==> src/rtl/arp_note_sequencer_pkg.sv <==
// ============================================================================
// Module      : arp_pkg
// Description : Shared types, widths and chord-step helper for the arpeggiator
//               note sequencer. Optional feature macro: ARP_OCTAVE_EN.
// Revision    : 1.0 - initial release
// ============================================================================
`default_nettype none

package arp_pkg;

    localparam int DIV_W       = 12;
    localparam int PROD_W      = 15;
    localparam int RATIO_THIRD = 13;
    localparam int RATIO_FIFTH = 11;

    typedef enum logic [1:0] {
        ROOT   = 2'd0,
        THIRD  = 2'd1,
        FIFTH  = 2'd2,
        OCTAVE = 2'd3
    } note_t;

    typedef enum logic [0:0] {
        IDLE = 1'b0,
        ARP  = 1'b1
    } state_t;

    // Chord degree that follows n; the octave step exists only in the 4-note build.
    function automatic note_t next_note(input note_t n);
        note_t r;
        case (n)
            ROOT:    r = THIRD;
            THIRD:   r = FIFTH;
`ifdef ARP_OCTAVE_EN
            FIFTH:   r = OCTAVE;
`endif
            default: r = ROOT;
        endcase
        return r;
    endfunction

endpackage

`default_nettype wire

==> src/rtl/arp_note_sequencer_if.sv <==
// ============================================================================
// Module      : arp_note_sequencer_if
// Description : Switch/button inputs and BRAM-address / note outputs of the
//               note sequencer, grouped with master (sequencer) and slave views.
// Revision    : 1.0 - initial release
// ============================================================================
`default_nettype none

interface arp_note_sequencer_if;
    import arp_pkg::*;

    logic [7:0] SW;
    logic       arp_btn;
    logic [7:0] addra;
    logic       sample_stb;
    note_t      note;
    logic       arp_en;

    modport master (
        input  SW,
        input  arp_btn,
        output addra,
        output sample_stb,
        output note,
        output arp_en
    );

    modport slave (
        output SW,
        output arp_btn,
        input  addra,
        input  sample_stb,
        input  note,
        input  arp_en
    );

endinterface

`default_nettype wire

==> src/rtl/arp_note_sequencer_tone_div.sv <==
// ============================================================================
// Module      : arp_tone_div
// Description : Tone divider; counts 0..P-1 and pulses o_wrap on the last
//               count. The period is latched only at a wrap.
// Revision    : 1.0 - initial release
// ============================================================================
`default_nettype none

module arp_tone_div
    import arp_pkg::*;
(
    input  wire logic             clk,
    input  wire logic             rst_n,
    input  wire logic [DIV_W-1:0] i_period,
    output logic                  o_wrap
);

    logic [DIV_W-1:0] div_cnt_q, div_cnt_d;
    logic [DIV_W-1:0] pcur_q, pcur_d;
    logic             loaded_q, loaded_d;
    logic [DIV_W-1:0] w_pcur;
    logic             w_wrap;

    // Until the first latch after reset the live input period is in force.
    always_comb begin
        w_pcur    = loaded_q ? pcur_q : i_period;
        w_wrap    = (div_cnt_q == (w_pcur - DIV_W'(1)));
        div_cnt_d = w_wrap ? '0 : div_cnt_q + DIV_W'(1);
        pcur_d    = (w_wrap || !loaded_q) ? i_period : pcur_q;
        loaded_d  = 1'b1;
    end

    always_ff @(posedge clk or negedge rst_n) begin
        if (!rst_n) begin
            div_cnt_q <= '0;
            pcur_q    <= '0;
            loaded_q  <= 1'b0;
        end else begin
            div_cnt_q <= div_cnt_d;
            pcur_q    <= pcur_d;
            loaded_q  <= loaded_d;
        end
    end

    assign o_wrap = w_wrap;

endmodule

`default_nettype wire

==> src/rtl/arp_note_sequencer.sv <==
// ============================================================================
// Module      : arp_note_sequencer
// Description : BRAM read-address generator and arpeggio note FSM. Optional
//               feature macro: ARP_OCTAVE_EN (4-note pattern with octave).
// Revision    : 1.0 - initial release
// ============================================================================
`default_nettype none

module arp_note_sequencer
    import arp_pkg::*;
#(
    parameter int BASE_DIV  = 1493,
    parameter int NOTE_HOLD = 25_000_000
) (
    input  wire logic            CLK100MHZ,
    input  wire logic            CPU_RESETN,
    arp_note_sequencer_if.master bus
);

    localparam int                C_HOLD_W    = (NOTE_HOLD > 1) ? $clog2(NOTE_HOLD) : 1;
    localparam logic [C_HOLD_W-1:0] C_HOLD_LAST = C_HOLD_W'(NOTE_HOLD - 1);

    logic [DIV_W-1:0]  w_p0, w_p_third, w_p_fifth, w_p_sel;
    logic [PROD_W-1:0] w_prod_third, w_prod_fifth;
    logic              w_wrap, w_toggle;

    state_t              state_q, state_d;
    note_t               note_q, note_d;
    logic [C_HOLD_W-1:0] hold_q, hold_d;
    logic [7:0]          addra_q, addra_d;
    logic                stb_q, stb_d;
    logic                btn_q, btn_d, btn_prev_q, btn_prev_d;

    // Ratios are x/16: widen to the product width, then truncate the shift.
    always_comb begin
        w_p0         = DIV_W'(BASE_DIV) + {2'b00, bus.SW, 2'b00};
        w_prod_third = PROD_W'(w_p0) * PROD_W'(RATIO_THIRD);
        w_prod_fifth = PROD_W'(w_p0) * PROD_W'(RATIO_FIFTH);
        w_p_third    = DIV_W'(w_prod_third >> 4);
        w_p_fifth    = DIV_W'(w_prod_fifth >> 4);
    end

`ifdef ARP_OCTAVE_EN
    logic [DIV_W-1:0] w_p_oct;
    assign w_p_oct = w_p0 >> 1;
`endif

    always_comb begin
        case (note_q)
            THIRD:   w_p_sel = w_p_third;
            FIFTH:   w_p_sel = w_p_fifth;
`ifdef ARP_OCTAVE_EN
            OCTAVE:  w_p_sel = w_p_oct;
`endif
            default: w_p_sel = w_p0;
        endcase
    end

    arp_tone_div u_tone_div (
        .clk      (CLK100MHZ),
        .rst_n    (CPU_RESETN),
        .i_period (w_p_sel),
        .o_wrap   (w_wrap)
    );

    // A toggle outranks a hold terminal, so the note never advances on it.
    always_comb begin
        btn_d      = bus.arp_btn;
        btn_prev_d = btn_q;
        w_toggle   = btn_q & ~btn_prev_q;
        addra_d    = addra_q + {7'd0, w_wrap};
        stb_d      = w_wrap;
        state_d    = state_q;
        note_d     = note_q;
        hold_d     = hold_q;
        case (state_q)
            IDLE: begin
                note_d = ROOT;
                hold_d = '0;
                if (w_toggle) state_d = ARP;
            end
            ARP: begin
                if (w_toggle) begin
                    state_d = IDLE;
                    note_d  = ROOT;
                    hold_d  = '0;
                end else if (hold_q == C_HOLD_LAST) begin
                    hold_d = '0;
                    note_d = next_note(note_q);
                end else begin
                    hold_d = hold_q + C_HOLD_W'(1);
                end
            end
            default: state_d = IDLE;
        endcase
    end

    always_ff @(posedge CLK100MHZ or negedge CPU_RESETN) begin
        if (!CPU_RESETN) begin
            state_q    <= IDLE;
            note_q     <= ROOT;
            hold_q     <= '0;
            addra_q    <= '0;
            stb_q      <= 1'b0;
            btn_q      <= 1'b0;
            btn_prev_q <= 1'b0;
        end else begin
            state_q    <= state_d;
            note_q     <= note_d;
            hold_q     <= hold_d;
            addra_q    <= addra_d;
            stb_q      <= stb_d;
            btn_q      <= btn_d;
            btn_prev_q <= btn_prev_d;
        end
    end

    assign bus.addra      = addra_q;
    assign bus.sample_stb = stb_q;
    assign bus.note       = note_q;
    assign bus.arp_en     = (state_q == ARP);

endmodule

`default_nettype wire
==> src/flat_wrapper.sv <==
// flat-port wrapper written by rule: the top's interface ports become plain ports
module arp_note_sequencer_flat import arp_pkg::*;
#(
    parameter int BASE_DIV  = 1493,
    parameter int NOTE_HOLD = 25_000_000
)
  (CLK100MHZ, CPU_RESETN, bus_SW, bus_arp_btn, bus_addra, bus_sample_stb, bus_note, bus_arp_en);
  arp_note_sequencer_if bus_i ();
  input  wire logic CLK100MHZ;
  input  wire logic CPU_RESETN;
  input wire logic [$bits(bus_i.SW)-1:0] bus_SW;
  input wire logic [$bits(bus_i.arp_btn)-1:0] bus_arp_btn;
  output wire logic [$bits(bus_i.addra)-1:0] bus_addra;
  output wire logic [$bits(bus_i.sample_stb)-1:0] bus_sample_stb;
  output wire logic [$bits(bus_i.note)-1:0] bus_note;
  output wire logic [$bits(bus_i.arp_en)-1:0] bus_arp_en;
  assign bus_i.SW = bus_SW;
  assign bus_i.arp_btn = bus_arp_btn;
  assign bus_addra = bus_i.addra;
  assign bus_sample_stb = bus_i.sample_stb;
  assign bus_note = bus_i.note;
  assign bus_arp_en = bus_i.arp_en;
  arp_note_sequencer #(.BASE_DIV(BASE_DIV), .NOTE_HOLD(NOTE_HOLD)) u_core (.CLK100MHZ(CLK100MHZ), .CPU_RESETN(CPU_RESETN), .bus(bus_i));
endmodule
==> config.mk <==
export PLATFORM = sky130hd
export DESIGN_NAME = arp_note_sequencer_flat
export DESIGN_NICKNAME = d
export VERILOG_FILES = /design/src/rtl/arp_note_sequencer_pkg.sv /design/src/rtl/arp_note_sequencer_if.sv /design/src/rtl/arp_note_sequencer_tone_div.sv /design/src/rtl/arp_note_sequencer.sv /design/src/flat_wrapper.sv
export SDC_FILE = /design/constraint.sdc
export NUM_CORES = 1
export LEC_CHECK = 0
export CAP_MARGIN = 20
export CORE_MARGIN = 3
export CORE_UTILIZATION = 67
export DETAILED_ROUTE_END_ITERATION = 7
export PLACE_DENSITY = 0.93
export SYNTH_ARGS = -nofsm -noshare
export SYNTH_HDL_FRONTEND = slang
export SYNTH_HIERARCHICAL = 1
export SYNTH_SLANG_ARGS = --single-unit
==> constraint.sdc <==
create_clock -name CLK100MHZ -period 11.7 [get_ports CLK100MHZ]
set_input_delay 1.755 -clock CLK100MHZ [delete_from_list [all_inputs] [get_ports CLK100MHZ]]
set_output_delay 1.755 -clock CLK100MHZ [all_outputs]
set_load 0.02 [all_outputs]
After elaboration in Yosys (flattened, before gate mapping)
Index checks and enable logic that the tools add are counted.

Output and inout bits: 12. Register bits: 64. Input bits: 11. Word-level logic and storage cells: 41.

$mul: 2. Add/subtract/negate cells: 5. Multiplexer cells: 13. Eq/ne operators: 5. Reduce and logical (&&, ||, !) cells: 3. Bitwise logic cells: 3.

Operators with widths (number): $mux W25 (2); $pmux W25 S2 (1); $mul A12 B4 Y15 const B (2); $add A25 B1 Y25 const B (1); $eq A25 B25 Y1 const B (1); $mux W12 (2); $pmux W12 S2 (1); $add A11 B10 Y12 const A (1); $add A12 B1 Y12 const B (1); $eq A12 B12 Y1 (1); $sub A12 B1 Y12 const B (1); $add A8 B1 Y8 (1); $pmux W2 S2 (2); $mux W2 (2); $ne A3 B2 Y1 const B (1); $eq A2 B1 Y1 const B (1); $eq A2 B2 Y1 const B (1); $logic_not A2 Y1 (1); $mux W1 (2); $not A1 Y1 (2); $pmux W1 S2 (1); $and A1 B1 Y1 (1); $logic_not A1 Y1 (1); $logic_or A1 B1 Y1 (1).

Depth between registers and ports, before layout
Gate-level depths: netlist (run 1).

Depth after elaboration: 7. Depth in mapped cells: 28. Depth with buffers taken out: 27.

Modules after synthesis
The synthesis (run 1) kept the hierarchy.

By module, submodules not included: arp_note_sequencer (instances 1, cells an instance 431, area an instance 3888.7 um^2, sequential area each 975.9 um^2); arp_tone_div (instances 1, cells an instance 152, area an instance 1640.3 um^2, sequential area each 625.6 um^2).

Worst setup path after synthesis (run 1)
OpenSTA, ideal clock, no wires.

Path type: input -> register. Start point: input bus_SW[0]. End point: register u_core.addra_q[6] (netlist: u_core/bus.addra[6]). Setup slack: 4.607 ns. Arrival: 6.964 ns. Path buffers: 0. Setup time: 0.129 ns. Required time: 11.571 ns. Cell stages on the path: 25. Path through: ha_1 o21ai_0 nand2_1 xor2_1 inv_1 ha_1 inv_1 fa_1 inv_1 ha_1 o2111ai_1 and4b_1 xor2_1 o221ai_1 mux2i_1 xnor2_1 or3b_2 a2111oi_4 nand2_2 nor2_1 ha_1 ha_1 and3_1 nand3_1 xnor2_1.

Longest elaborated chain between the ends: 7. Elaborated cells on any way between the ends: 8. Classes of those cells: add/sub: 3; mul: 2; eq/ne: 1; mux: 2.

Ends and longest elaborated chain: from (decl) (line flat_wrapper.sv:11) `input wire logic [$bits(bus_i.SW)-1:0] bus_SW;`; $add A11 B10 Y12 (*) (line arp_note_sequencer.sv:36) `w_p0 = DIV_W'(BASE_DIV) + {2'b00, bus.SW, 2'b00};`; $mul A12 B4 Y15 (on tied branches) (line arp_note_sequencer.sv:38, arp_note_sequencer.sv:37); $pmux W12 S2 (*) (line arp_note_sequencer.sv:49) `case (note_q)`; net u_core.w_p_sel[6] (line arp_note_sequencer.sv:23) `logic [DIV_W-1:0] w_p0, w_p_third, w_p_fifth, w_p_sel;`; $mux W12 (*) (line arp_note_sequencer_tone_div.sv:26) `w_pcur = loaded_q ? pcur_q : i_period;`; $sub A12 B1 Y12 (*) (line arp_note_sequencer_tone_div.sv:27) `w_wrap = (div_cnt_q == (w_pcur - DIV_W'(1)));`; $eq A12 B12 Y1 (*) (line arp_note_sequencer_tone_div.sv:27); net u_core.stb_d (line arp_note_sequencer.sv:31) `logic stb_q, stb_d;`; $add A8 B1 Y8 (*) (line arp_note_sequencer.sv:71) `addra_d = addra_q + {7'd0, w_wrap};`; net u_core.addra_d[6] (line arp_note_sequencer.sv:30) `logic [7:0] addra_q, addra_d;`; to (signal assigned) (line arp_note_sequencer.sv:111) `addra_q <= addra_d;`; to (decl) (line arp_note_sequencer.sv:30).

The timed path passes the listed nets; every way through them passes the cells marked *. A chain may end at the register's enable or synchronous reset.

Worst setup path in the final report (run 1)
Start point: input bus_SW[0]. End point: register u_core.u_tone_div.pcur_q[11].

Longest elaborated chain between the ends: 7. Elaborated cells on any way between the ends: 8. Classes of those cells: add/sub: 2; mul: 2; eq/ne: 1; mux: 2; reduce/logical: 1.

Ends and longest elaborated chain: $add A11 B10 Y12 (*) (line arp_note_sequencer.sv:36); $mul A12 B4 Y15 (on tied branches) (line arp_note_sequencer.sv:38, arp_note_sequencer.sv:37); $pmux W12 S2 (*) (line arp_note_sequencer.sv:49); net u_core.w_p_sel[8] (line arp_note_sequencer.sv:23); $mux W12 (*) (line arp_note_sequencer_tone_div.sv:26); $sub A12 B1 Y12 (*) (line arp_note_sequencer_tone_div.sv:27); $eq A12 B12 Y1 (*) (line arp_note_sequencer_tone_div.sv:27); $logic_or A1 B1 Y1 (*) (line arp_note_sequencer_tone_div.sv:29) `pcur_d = (w_wrap || !loaded_q) ? i_period : pcur_q;`; to (signal assigned) (line arp_note_sequencer_tone_div.sv:40) `pcur_q <= pcur_d;`; to (decl) (line arp_note_sequencer_tone_div.sv:19) `logic [DIV_W-1:0] pcur_q, pcur_d;`.

Marks and branches as above.

==> results by group, run 1 <==
Synthesis
  • Count leader, synth: dfrtp_1
  • Synth Cell Area: 5530 µm²
  • Top cells by count, synth: 64 x dfrtp_1, 63 x nor2_1, 54 x ha_1, 54 x inv_1, 48 x xnor2_1
  • EDFF count, synth: 0
  • Synth top area cells: dfrtp_1 29%, ha_1 12%, xnor2_1 7.6%
  • Post-synth top area cell: dfrtp_1
  • Sequential share of the synthesized area: 29.0%
  • Synth Instances: 583
  • Ys Warns: 6
  • Ys flop type: dfrtp_1
  • Post-Syn Nets: 662
  • Asr flop ratio synth: 100%
  • Mean post-synth cell area: 9.48 µm²
  • Seq cells post-synth: 64
  • Synth unique cells: 70
  • Yosys top cell area share: 29.0%

Floorplan
  • Starting Density: 70.1%
  • I/O pin total: 23
  • Row Count: 32
  • Chip Width: 96.8 µm
  • Die ar.: 9380 µm²
  • Die Ht: 96.8 µm
  • Core area: 7890 µm²

Run status
  • Status: finished, final reports clean

Min path
  • Hold path startpoint: u_core/btn_prev_d$_DFF_PN0_
  • Worst Hold Depth: 0
  • Worst Hold End: u_core/btn_prev_q$_DFF_PN0_
  • Min-Delay Path Class: reg -> reg

Setup path
  • Req. time, crit path: 11920 ps
  • Reg2Reg Setup Slack: 6710 ps
  • Data arrival, critical path: 8750 ps
  • Crit path max fanout: 12
  • RR Endpoint: u_core/u_tone_div/pcur_q[11]$_DFFE_PN0P_
  • Crit start category: input pin
  • Critical path class: in -> reg
  • Cells on worst reg2reg path: 12
  • Worst r2r src: u_core/bus.note[0]$_DFFE_PN0P_
  • Worst setup EP type: flip-flop

Clock tree
  • CTS buffer count: 9
  • Worst-path clk slew: 70 ps
  • Clock root cell: clkbuf_8
  • Bufs on Longest Clock Path: 2
  • # hold bufs at CTS: 0
  • Clock sinks: 64
  • Clock Latency Late Sink: 340 ps
  • CTS tree: done
  • H-tree depth: 3
  • Number of gates resized after CTS: 0
  • Setup repair bufs after CTS: 0

Global route
  • Remaining Overflow, GRT: 0
  • First-pass GRT wire length: 19.4 mm
  • Total track usage: 24.8%
  • Number of global-route vias before repair: 4270
  • Met3 Use GR: 5.26%
  • Number of antenna violations at the first check in global routing: 0
  • Largest net degree at the start of global routing: 65
  • Routing usage on met2: 42.4%
  • Global routing usage on met1: 32.1%
  • Busiest layer in global routing: met2

Place
  • Placed cell area: 5790 µm²
  • Post-DP HPWL: 8.45 mm
  • IO Port Bufs: 22
  • RD Place Congestion: 0.995

Power
  • Lkg Pwr: 2.83 nW
  • Power per cell area: 203 nW/µm²
  • Peak supply drop: 0.000148 V

STA
  • Headroom to the max-slew limit: 40.9%
  • Minimum clock period: 8530 ps
  • Worst slew pin tran: 887 ps
  • Maximum clock rate: 0.117 GHz
  • TNS Setup: 0 ps
  • RSZ-0062 raised after global routing: false
  • Slew Limit Fails: 0
  • Final setup fails: 0
  • Fin. Hold Viols: 0
  • Clock Skews: 8.63 ps
  • Fin crit share: 72.9%

Layout
  • Layout cells sized above 1: 9.69%
  • Fill cells: 465
  • Final Cell Area: 6050 µm²
  • Layout Utilization: 76.7%
  • Number of diodes: 0
  • Area delta synth->final: 9.41%
  • Nets: 683

Detailed routing
  • Drt first pass iters: 5
  • Wire per inst: 16.3 µm
  • DR vias: 4345
  • Iter 0 DRT Violations: 254
  • WL final: 11.6 mm
  • DR DRC count: 0
  • Post-route ant nets: 0
  • Via-to-Cell Ratio: 6.11

Flow run
  • Maxcap violations: 0
metal layers:
metal | part of all wire [%] | vias to the layer above
met4 | 1.5 | 0
met1 | 43 | 2107
met2 | 50 | 158
met3 | 5.5 | 27
li1 | - | 2053
met5 | 0 | -
cell usage in the layout (no fill, tap or decap), types with 4 or more instances in the layout:
master / instances
nor3_1: 10
inv_1: 54
clkdlybuf4s50_1: 21
nand2b_1: 4
nand2_1: 32
mux2_4: 10
a21o_1: 6
or3_1: 7
mux2_2: 4
nand3_1: 27
and3_1: 9
clkbuf_8: 12
a21oi_1: 13
nor2_1: 63
xnor2_1: 48
o21ai_0: 16
nand4_1: 8
nor2b_1: 6
a211oi_1: 6
fa_1: 14
a31oi_1: 5
xor2_1: 34
ha_1: 54
dfrtp_1: 64
mux2i_1: 17
state kept, by name (all words and copies together), names as in the netlist, 2 cells and up:
signal	count
u_core/bus.note	2
u_core/bus.addra	8
u_core/hold_q	25
u_core/u_tone_div/pcur_q	12
u_core/u_tone_div/div_cnt_q	12
report_power, final:
group,leakage (nW),internal [mW],switching (mW),total [mW]
combinational,1.85,0.290,0.385,0.675
clock,0.133,0.159,0.0838,0.243
sequential,0.846,0.263,0.0463,0.309
logic make-up after synthesis:
group	synth area share [%]
AND/OR/NAND/NOR	18.9
XOR/XNOR	13.0
AO/OA/AOI/OAI	9.64
adder cells (fa/ha/maj)	17.3
buffers and inverters	5.50
flip-flops	29.0
multiplexers	6.61
other	0.0678
worst max path at each step:
stage | slack, ps | endpoint | start | depth (start not counted)
after floorplan | 4610 | u_core/bus.addra[6]$_DFF_PN0_ | bus_SW[0] | 25
after global placement | 3440 | u_core/u_tone_div/pcur_q[11]$_DFFE_PN0P_ | bus_SW[0] | 22
after detailed placement | 2970 | u_core/bus.addra[6]$_DFF_PN0_ | bus_SW[0] | 27
after CTS | 3260 | u_core/u_tone_div/pcur_q[11]$_DFFE_PN0P_ | bus_SW[0] | 23
after global routing | 2820 | u_core/bus.addra[6]$_DFF_PN0_ | bus_SW[0] | 26
final | 3170 | u_core/u_tone_div/pcur_q[11]$_DFFE_PN0P_ | bus_SW[0] | 23
final cells by class:
| cell class | instances | area, µm² | area share (%) |
|---|---|---|---|
| clock buffer | 12 | 165 | 2.73 |
| clock inverter | 4 | 98.8 | 1.63 |
| inverter | 54 | 203 | 3.35 |
| multi-input combinational | 451 | 3620 | 59.9 |
| sequential | 64 | 1600 | 26.5 |
| tap | 102 | 128 | 2.11 |
| timing repair buffer | 24 | 230 | 3.81 |
worst max-delay path: stages:
cell             delay [ps]
clkdlybuf4s50_1         520
ha_1                    290
o21ai_0                 430
nand2_1                 220
xor2_1                  660
inv_1                   130
ha_1                    310
inv_1                    50
fa_1                    500
inv_1                    40
ha_1                    410
o2111ai_1               190
and4b_1                 240
o21bai_1                190
mux2i_1                 250
o221ai_1                270
nor3_1                  360
o21ai_0                 180
xnor2_1                 160
o21ai_0                 310
nand2_2                 130
o21ai_2                 730
mux2_2                  420
through the flow:
step,hold slack (ps),setup WS [ps],instances,total power [mW]
floorplan,355,4610,583,0.833
global placement,365,3440,695,0.939
detailed placement,371,2970,695,0.967
CTS,387,3260,711,1.22
global route,407,2820,711,1.31
finish,382,3170,711,1.23
Power figures use the tool's default switching activity.
==> run 2, diff against run 1 <==
Settings changed: CORE_UTILIZATION 67 to 62, PLACE_DENSITY 0.93 to 0.87.
Clock period 11.7 ns to 8.71 ns, I/O delays scaled along.
==> run 2 against run 1 <==
- design area down 1.3%
- sequential share of layout area up 0.35 points
- worst hold slack better by 3.3 ps
- sequential power up 34%
- critical path depth up 4
- via count down 3.4%
- clock-buffer cell count down 2
- combinational power up 35%
- clock power down 4%
- critical endpoint is now u_core/bus.addra[6]$_DFF_PN0_
- largest cell class unchanged
- largest power group unchanged
==> results by group, run 2 (same netlist as run 1, synthesis figures left out) <==
Clock tree
  • Clock Latency Late Sink: 340 ps (about the same)
  • # hold bufs at CTS: 0 (unchanged)
  • Number of gates resized after CTS: 0 (unchanged)
  • Clock sinks: 64 (unchanged)
  • Clock root cell: clkbuf_8 (unchanged)
  • Setup repair bufs after CTS: 0 (unchanged)
  • H-tree depth: 3 (unchanged)
  • Worst-path clk slew: 80 ps (was 70 ps)
  • CTS buffer count: 9 (unchanged)
  • CTS tree: done (unchanged)
  • Bufs on Longest Clock Path: 2 (unchanged)

Global route
  • Number of antenna violations at the first check in global routing: 0 (unchanged)
  • Global routing usage on met1: 33.0% (was 32.1%)
  • Total track usage: 24.4% (was 24.8%)
  • Remaining Overflow, GRT: 0 (unchanged)
  • Number of global-route vias before repair: 4247 (was 4270)
  • First-pass GRT wire length: 19.9 mm (was 19.4 mm)
  • Met3 Use GR: 4.59% (was 5.26%)
  • Largest net degree at the start of global routing: 65 (unchanged)
  • Routing usage on met2: 40.3% (was 42.4%)
  • Busiest layer in global routing: met2 (unchanged)

Layout
  • Top Registers: u_core/hold_q x25, u_core/u_tone_div/div_cnt_q x12, u_core/u_tone_div/pcur_q x12 (unchanged)
  • Area delta synth->final: 7.99% (was 9.41%)
  • Layout Cells excl Fill: 714 (was 711)
  • Nets: 683 (unchanged)
  • Final Cell Area: 5970 µm² (was 6050 µm²)
  • Area of the multi-input gates: 3620 µm² (unchanged)
  • Biggest register: u_core/hold_q (unchanged)
  • Number of diodes: 0 (unchanged)
  • Commonest non-fill, non-tap cells in the layout: 64 x dfrtp_1, 63 x nor2_1, 54 x inv_1, 54 x ha_1, 48 x xnor2_1 (unchanged)
  • Layout cells sized above 1: 9.69% (unchanged)
  • Max reg flops: 25 (unchanged)
  • Most common cell after layout, fill and taps aside: dfrtp_1 (unchanged)
  • Register Area: 1600 µm² (unchanged)
  • Fill cells: 619 (was 465)

Setup path
  • Cell mode on critical path: ha_1
  • Data arrival, critical path: 7890 ps (was 8750 ps)
  • Worst path bufs/invs: 4 (unchanged)
  • Critical path class: in -> reg (unchanged)
  • Crit start category: input pin (unchanged)
  • Req. time, crit path: 8940 ps (was 11920 ps)
  • Max incr delay on CP: 570 ps (was 730 ps)
  • Crit path max fanout: 7 (was 12)
  • Worst setup EP type: flip-flop (unchanged)
  • Critical path's top delay family: adder cells (was compound AO/OA/AOI/OAI gates)
  • CP max stage cell: xor2_1 (was o21ai_2)

Place
  • Placed cell area: 5790 µm² (about the same)
  • Place WS: 766 ps (was 2970 ps)
  • Placed Instances: 698 (was 695)
  • RD Place Congestion: 0.933 (was 0.995)
  • Post-DP HPWL: 8.56 mm (was 8.45 mm)
  • IO Port Bufs: 22 (unchanged)

STA
  • Maximum clock rate: 0.131 GHz
  • RSZ-0062 raised after global routing: false (unchanged)
  • Final setup fails: 0 (unchanged)
  • Fin crit share: 87.9%
  • Clock Skews: 7.06 ps (was 8.63 ps)
  • Minimum clock period: 7660 ps
  • Fin worst setup slack: 1050 ps (was 3170 ps)
  • TNS Setup: 0 ps (unchanged)
  • Fin. Hold Viols: 0 (unchanged)
  • Slew Limit Fails: 0 (unchanged)
  • Headroom to the max-slew limit: 44.2% (was 40.9%)
  • Worst slew pin tran: 836 ps (was 887 ps)

Detailed routing
  • Iter 0 DRT Violations: 269 (was 254)
  • Post-route ant nets: 0 (unchanged)
  • Via-to-Cell Ratio: 5.88 (was 6.11)
  • DR DRC count: 0 (unchanged)
  • WL final: 11.4 mm (was 11.6 mm)
  • Wire per inst: 15.9 µm (was 16.3 µm)
  • Drt first pass iters: 6 (was 5)
  • DR vias: 4198 (was 4345)

Power
  • Power per cell area: 261 nW/µm² (was 203 nW/µm²)
  • Lkg Pwr: 2.79 nW (was 2.83 nW)
  • Peak supply drop: 0.000159 V (was 0.000148 V)

Floorplan
  • Chip Width: 100 µm (was 96.8 µm)
  • I/O pin total: 23 (unchanged)
  • Row Count: 33 (was 32)
  • Starting Density: 65.6% (was 70.1%)
  • Core area: 8420 µm² (was 7890 µm²)
  • Die ar.: 10100 µm² (was 9380 µm²)
  • Die Ht: 100 µm (was 96.8 µm)

Run status
  • Status: finished, final reports clean (unchanged)

Flow run
  • Maxcap violations: 0 (unchanged)

Min path
  • Min-Delay Path Class: reg -> reg (unchanged)
## run 2: cell count changes in the layout (fill, tap and decap cells not counted)
| cell | before | now |
|---|---|---|
| inv_6 | 0 | 1 |
| clkinv_2 | 0 | 2 |
| bufinv_16 | 3 | 0 |
| clkinvlp_4 | 0 | 1 |
| clkbuf_8 | 12 | 10 |
| clkinv_4 | 1 | 2 |
## run 2: layout make-up
type	instances	share of cell area (%)
inverters	54	3.39
multi-input cells	451	60.7
flip-flops and latches	64	26.8
clock inverters	6	0.733
clock buffers	10	2.31
well taps	105	2.20
repair buffers	24	3.86
## run 2: report_power, final
part	internal [mW]	switching, mW	leakage, nW	total (mW)
logic	0.389	0.520	1.85	0.908
clock network	0.112	0.122	0.0926	0.234
registers	0.353	0.0617	0.846	0.414
total	0.853	0.704	2.79	1.56
## run 2: metrics by stage
step	utilization [%]	power, mW	hold slack (ps)
3_3_place_gp	68.7	1.27	359
6_report	70.9	1.56	385
4_1_cts	70.9	1.55	382
2_1_floorplan	-	1.12	355
3_5_place_dp	68.7	1.31	365
5_1_grt	70.9	1.68	409
## run 2: worst paths after layout
check                                          startpoint  depth (start not counted)                                 endpoint  slack, ps
min in group asynchronous                      CPU_RESETN                          2  u_core/u_tone_div/pcur_q[2]$_DFFE_PN0P_       1110
max in group asynchronous                      CPU_RESETN                          2               u_core/hold_q[5]$_DFF_PN0_       7060
setup reg to reg           u_core/bus.note[1]$_DFFE_PN0P_                         16            u_core/bus.addra[6]$_DFF_PN0_       3870
hold / removal                u_core/btn_prev_d$_DFF_PN0_                          0              u_core/btn_prev_q$_DFF_PN0_        390
setup / recovery                                bus_SW[0]                         27            u_core/bus.addra[6]$_DFF_PN0_       1050
hold reg to reg               u_core/btn_prev_d$_DFF_PN0_                          0              u_core/btn_prev_q$_DFF_PN0_        390
## run 2: worst register-to-register path, delay by kind of cell (launching register included)
| family | cells | cell delay [ps] |
|---|---|---|
| adder cells (fa/ha/maj) | 4 | 1240 |
| XOR/XNOR | 1 | 140 |
| buffers and inverters | 2 | 450 |
| AO/OA/AOI/OAI | 3 | 1040 |
| flip-flops | 1 | 390 |
| multiplexers | 1 | 250 |
| AND/OR/NAND/NOR | 5 | 1250 |
## run 2: metal layers
layer,wire (µm),share of wire [%]
met1,5150,45
met2,5640,50
met3,407,3.6
met4,159,1.4
met5,0,0
==> run 3, diff against run 2 <==
Settings changed: GPL_TIMING_DRIVEN set to 0.
==> run 3 against run 2 <==
- utilization up 1.3 points
- highest routed layer unchanged
- critical path type unchanged
- clock power about the same
- clock-buffer cell count unchanged
- flip-flop and latch count unchanged
- global-route usage up 0.45 points
- worst setup slack worse by 440 ps
- sequential share of layout area down 0.47 points
- die area unchanged
- critical path depth down 1
- final cell count up 1.8%
==> results by group, run 3 (same netlist as run 1, synthesis figures left out) <==
Setup path
  • Cells on worst reg2reg path: 17 (was 16)
  • Reg2Reg Setup Slack: 4050 ps (was 3870 ps)
  • Crit start category: input pin (unchanged)
  • RR Endpoint: u_core/bus.addra[6]$_DFF_PN0_ (unchanged)
  • Data arrival, critical path: 8330 ps (was 7890 ps)
  • Worst r2r src: u_core/bus.note[0]$_DFFE_PN0P_ (was u_core/bus.note[1]$_DFFE_PN0P_)
  • Critical path class: in -> reg (unchanged)
  • Worst setup EP type: flip-flop (unchanged)
  • Req. time, crit path: 8940 ps (about the same)
  • Crit path max fanout: 7 (unchanged)

Detailed routing
  • WL final: 11.8 mm (was 11.4 mm)
  • Drt first pass iters: 5 (was 6)
  • Wire per inst: 16.2 µm (was 15.9 µm)
  • Via-to-Cell Ratio: 6.03 (was 5.88)
  • DR DRC count: 0 (unchanged)
  • Iter 0 DRT Violations: 259 (was 269)
  • Post-route ant nets: 0 (unchanged)
  • DR vias: 4381 (was 4198)

Layout
  • Layout Cells excl Fill: 727 (was 714)
  • Fill cells: 626 (was 619)
  • Biggest register: u_core/hold_q (unchanged)
  • Area delta synth->final: 9.91% (was 7.99%)
  • Layout cells sized above 1: 10.6% (was 9.69%)
  • Layout Utilization: 72.1% (was 70.9%)
  • Commonest non-fill, non-tap cells in the layout: 64 x dfrtp_1, 63 x nor2_1, 54 x inv_1, 54 x ha_1, 48 x xnor2_1 (unchanged)
  • Top Registers: u_core/hold_q x25, u_core/u_tone_div/div_cnt_q x12, u_core/u_tone_div/pcur_q x12 (unchanged)
  • Nets: 696 (was 683)
  • Number of diodes: 0 (unchanged)
  • Final Cell Area: 6080 µm² (was 5970 µm²)
  • Most common cell after layout, fill and taps aside: dfrtp_1 (unchanged)
  • Max reg flops: 25 (unchanged)

Place
  • Post-DP HPWL: 9.01 mm (was 8.56 mm)
  • Placed Instances: 711 (was 698)
  • Place WS: 329 ps (was 766 ps)
  • RD Place Congestion: 0.969 (was 0.933)
  • Placed cell area: 5900 µm² (was 5790 µm²)
  • IO Port Bufs: 22 (unchanged)

Floorplan
  • Row Count: 33 (unchanged)
  • Chip Width: 100 µm (unchanged)
  • Die ar.: 10100 µm² (unchanged)
  • Die Ht: 100 µm (unchanged)
  • Starting Density: 65.6% (unchanged)
  • Core area: 8420 µm² (unchanged)
  • I/O pin total: 23 (unchanged)

Global route
  • Largest net degree at the start of global routing: 39 (was 65)
  • Total track usage: 24.8% (was 24.4%)
  • Number of global-route vias before repair: 4360 (was 4247)
  • First-pass GRT wire length: 20.1 mm (was 19.9 mm)
  • Remaining Overflow, GRT: 0 (unchanged)
  • Number of antenna violations at the first check in global routing: 0 (unchanged)

Clock tree
  • Number of gates resized after CTS: 0 (unchanged)
  • CTS buffer count: 9 (unchanged)
  • Clock sinks: 64 (unchanged)
  • Clock root cell: clkbuf_8 (unchanged)
  • Clock Latency Late Sink: 340 ps (about the same)
  • CTS tree: done (unchanged)
  • Bufs on Longest Clock Path: 2 (unchanged)
  • Setup repair bufs after CTS: 0 (unchanged)
  • Worst-path clk slew: 70 ps (was 80 ps)
  • # hold bufs at CTS: 0 (unchanged)
  • H-tree depth: 3 (unchanged)

Power
  • Final Power: 1.57 mW (was 1.56 mW)
  • Clock share of power: 15.1% (was 15.0%)
  • Pint: 0.867 mW (was 0.853 mW)
  • Psw: 0.702 mW (was 0.704 mW)
  • Switching Fraction: 44.8% (was 45.2%)
  • Peak supply drop: 0.000186 V (was 0.000159 V)
  • Lkg Pwr: 2.84 nW (was 2.79 nW)
  • Comb pwr share: 58.5% (was 58.3%)
  • Fraction of power consumed by sequential logic: 26.4% (was 26.6%)
  • Power per cell area: 258 nW/µm² (was 261 nW/µm²)

Min path
  • Min-Delay Path Class: reg -> reg (unchanged)
  • Worst Hold Depth: 0 (unchanged)
  • Hold path startpoint: u_core/btn_prev_d$_DFF_PN0_ (unchanged)
  • Worst Hold End: u_core/btn_prev_q$_DFF_PN0_ (unchanged)

STA
  • Worst slew pin tran: 996 ps (was 836 ps)
  • Fin. Hold Viols: 0 (unchanged)
  • Fin crit share: 93.0% (was 87.9%)
  • Clock Skews: 5.93 ps (was 7.06 ps)
  • TNS Setup: 0 ps (unchanged)
  • Headroom to the max-slew limit: 33.3% (was 44.2%)
  • Hold WS: 382 ps (was 385 ps)
  • Minimum clock period: 8100 ps (was 7660 ps)
  • Maximum clock rate: 0.123 GHz (was 0.131 GHz)
  • RSZ-0062 raised after global routing: false (unchanged)
  • Final setup fails: 0 (unchanged)
  • Fin worst setup slack: 609 ps (was 1050 ps)
  • Slew Limit Fails: 0 (unchanged)

Flow run
  • Maxcap violations: 0 (unchanged)

Run status
  • Status: finished, final reports clean (unchanged)
[run 3: metal layers]
layer,global-route usage [%],routed length [µm],vias to the layer above
met5,0,0,-
met4,6.84,210,0
met3,5.07,560,21
met2,41.1,5800,127
met1,33.2,5230,2151
li1,-,-,2082
[run 3: critical path, stage by stage]
cell and delay [ps]:
clkdlybuf4s50_1 530, ha_1 280, o21ai_0 420, nand2_1 230, xor2_1 690, inv_1 100, ha_1 300, inv_1 60
fa_1 500, inv_1 50, ha_1 400, o2111ai_1 190, and4b_1 250, xor2_1 140, o221ai_1 350, mux2i_1 170
xnor2_1 180, or3b_2 490, a2111oi_4 390, nand2_2 100, nor2_1 250, ha_1 260, ha_1 220, and3_1 210
nand3_1 110, xnor2_1 140
[run 3: power by group through the flow]
stage / Combinational (mW) / Clock [mW] / Sequential, mW
after floorplan: 0.708 / 0 / 0.411
after global placement: 0.865 / 0 / 0.414
after detailed placement: 0.903 / 0 / 0.417
after CTS: 0.910 / 0.243 / 0.413
after global routing: 1.01 / 0.253 / 0.423
final: 0.918 / 0.237 / 0.414
[run 3: area by class of cell]
class	count	area [µm²]	area share, %
Buffer	14	101	1.67
Inverter	54	203	3.34
Clock inverter	6	43.8	0.721
Multi-Input combinational cell	451	3620	59.6
Sequential cell	64	1600	26.4
Timing Repair Buffer	23	235	3.87
Tap cell	105	131	2.16
Clock buffer	10	138	2.26
[run 3: how the worst max path moves through the flow]
stage / start / endpoint
2_1_floorplan: bus_SW[0] / u_core/bus.addra[6]$_DFF_PN0_
3_3_place_gp: bus_SW[0] / u_core/bus.addra[6]$_DFF_PN0_
3_5_place_dp: bus_SW[0] / u_core/bus.addra[6]$_DFF_PN0_
4_1_cts: bus_SW[0] / u_core/bus.addra[6]$_DFF_PN0_
5_1_grt: bus_SW[0] / u_core/bus.addra[6]$_DFF_PN0_
6_report: bus_SW[0] / u_core/bus.addra[6]$_DFF_PN0_
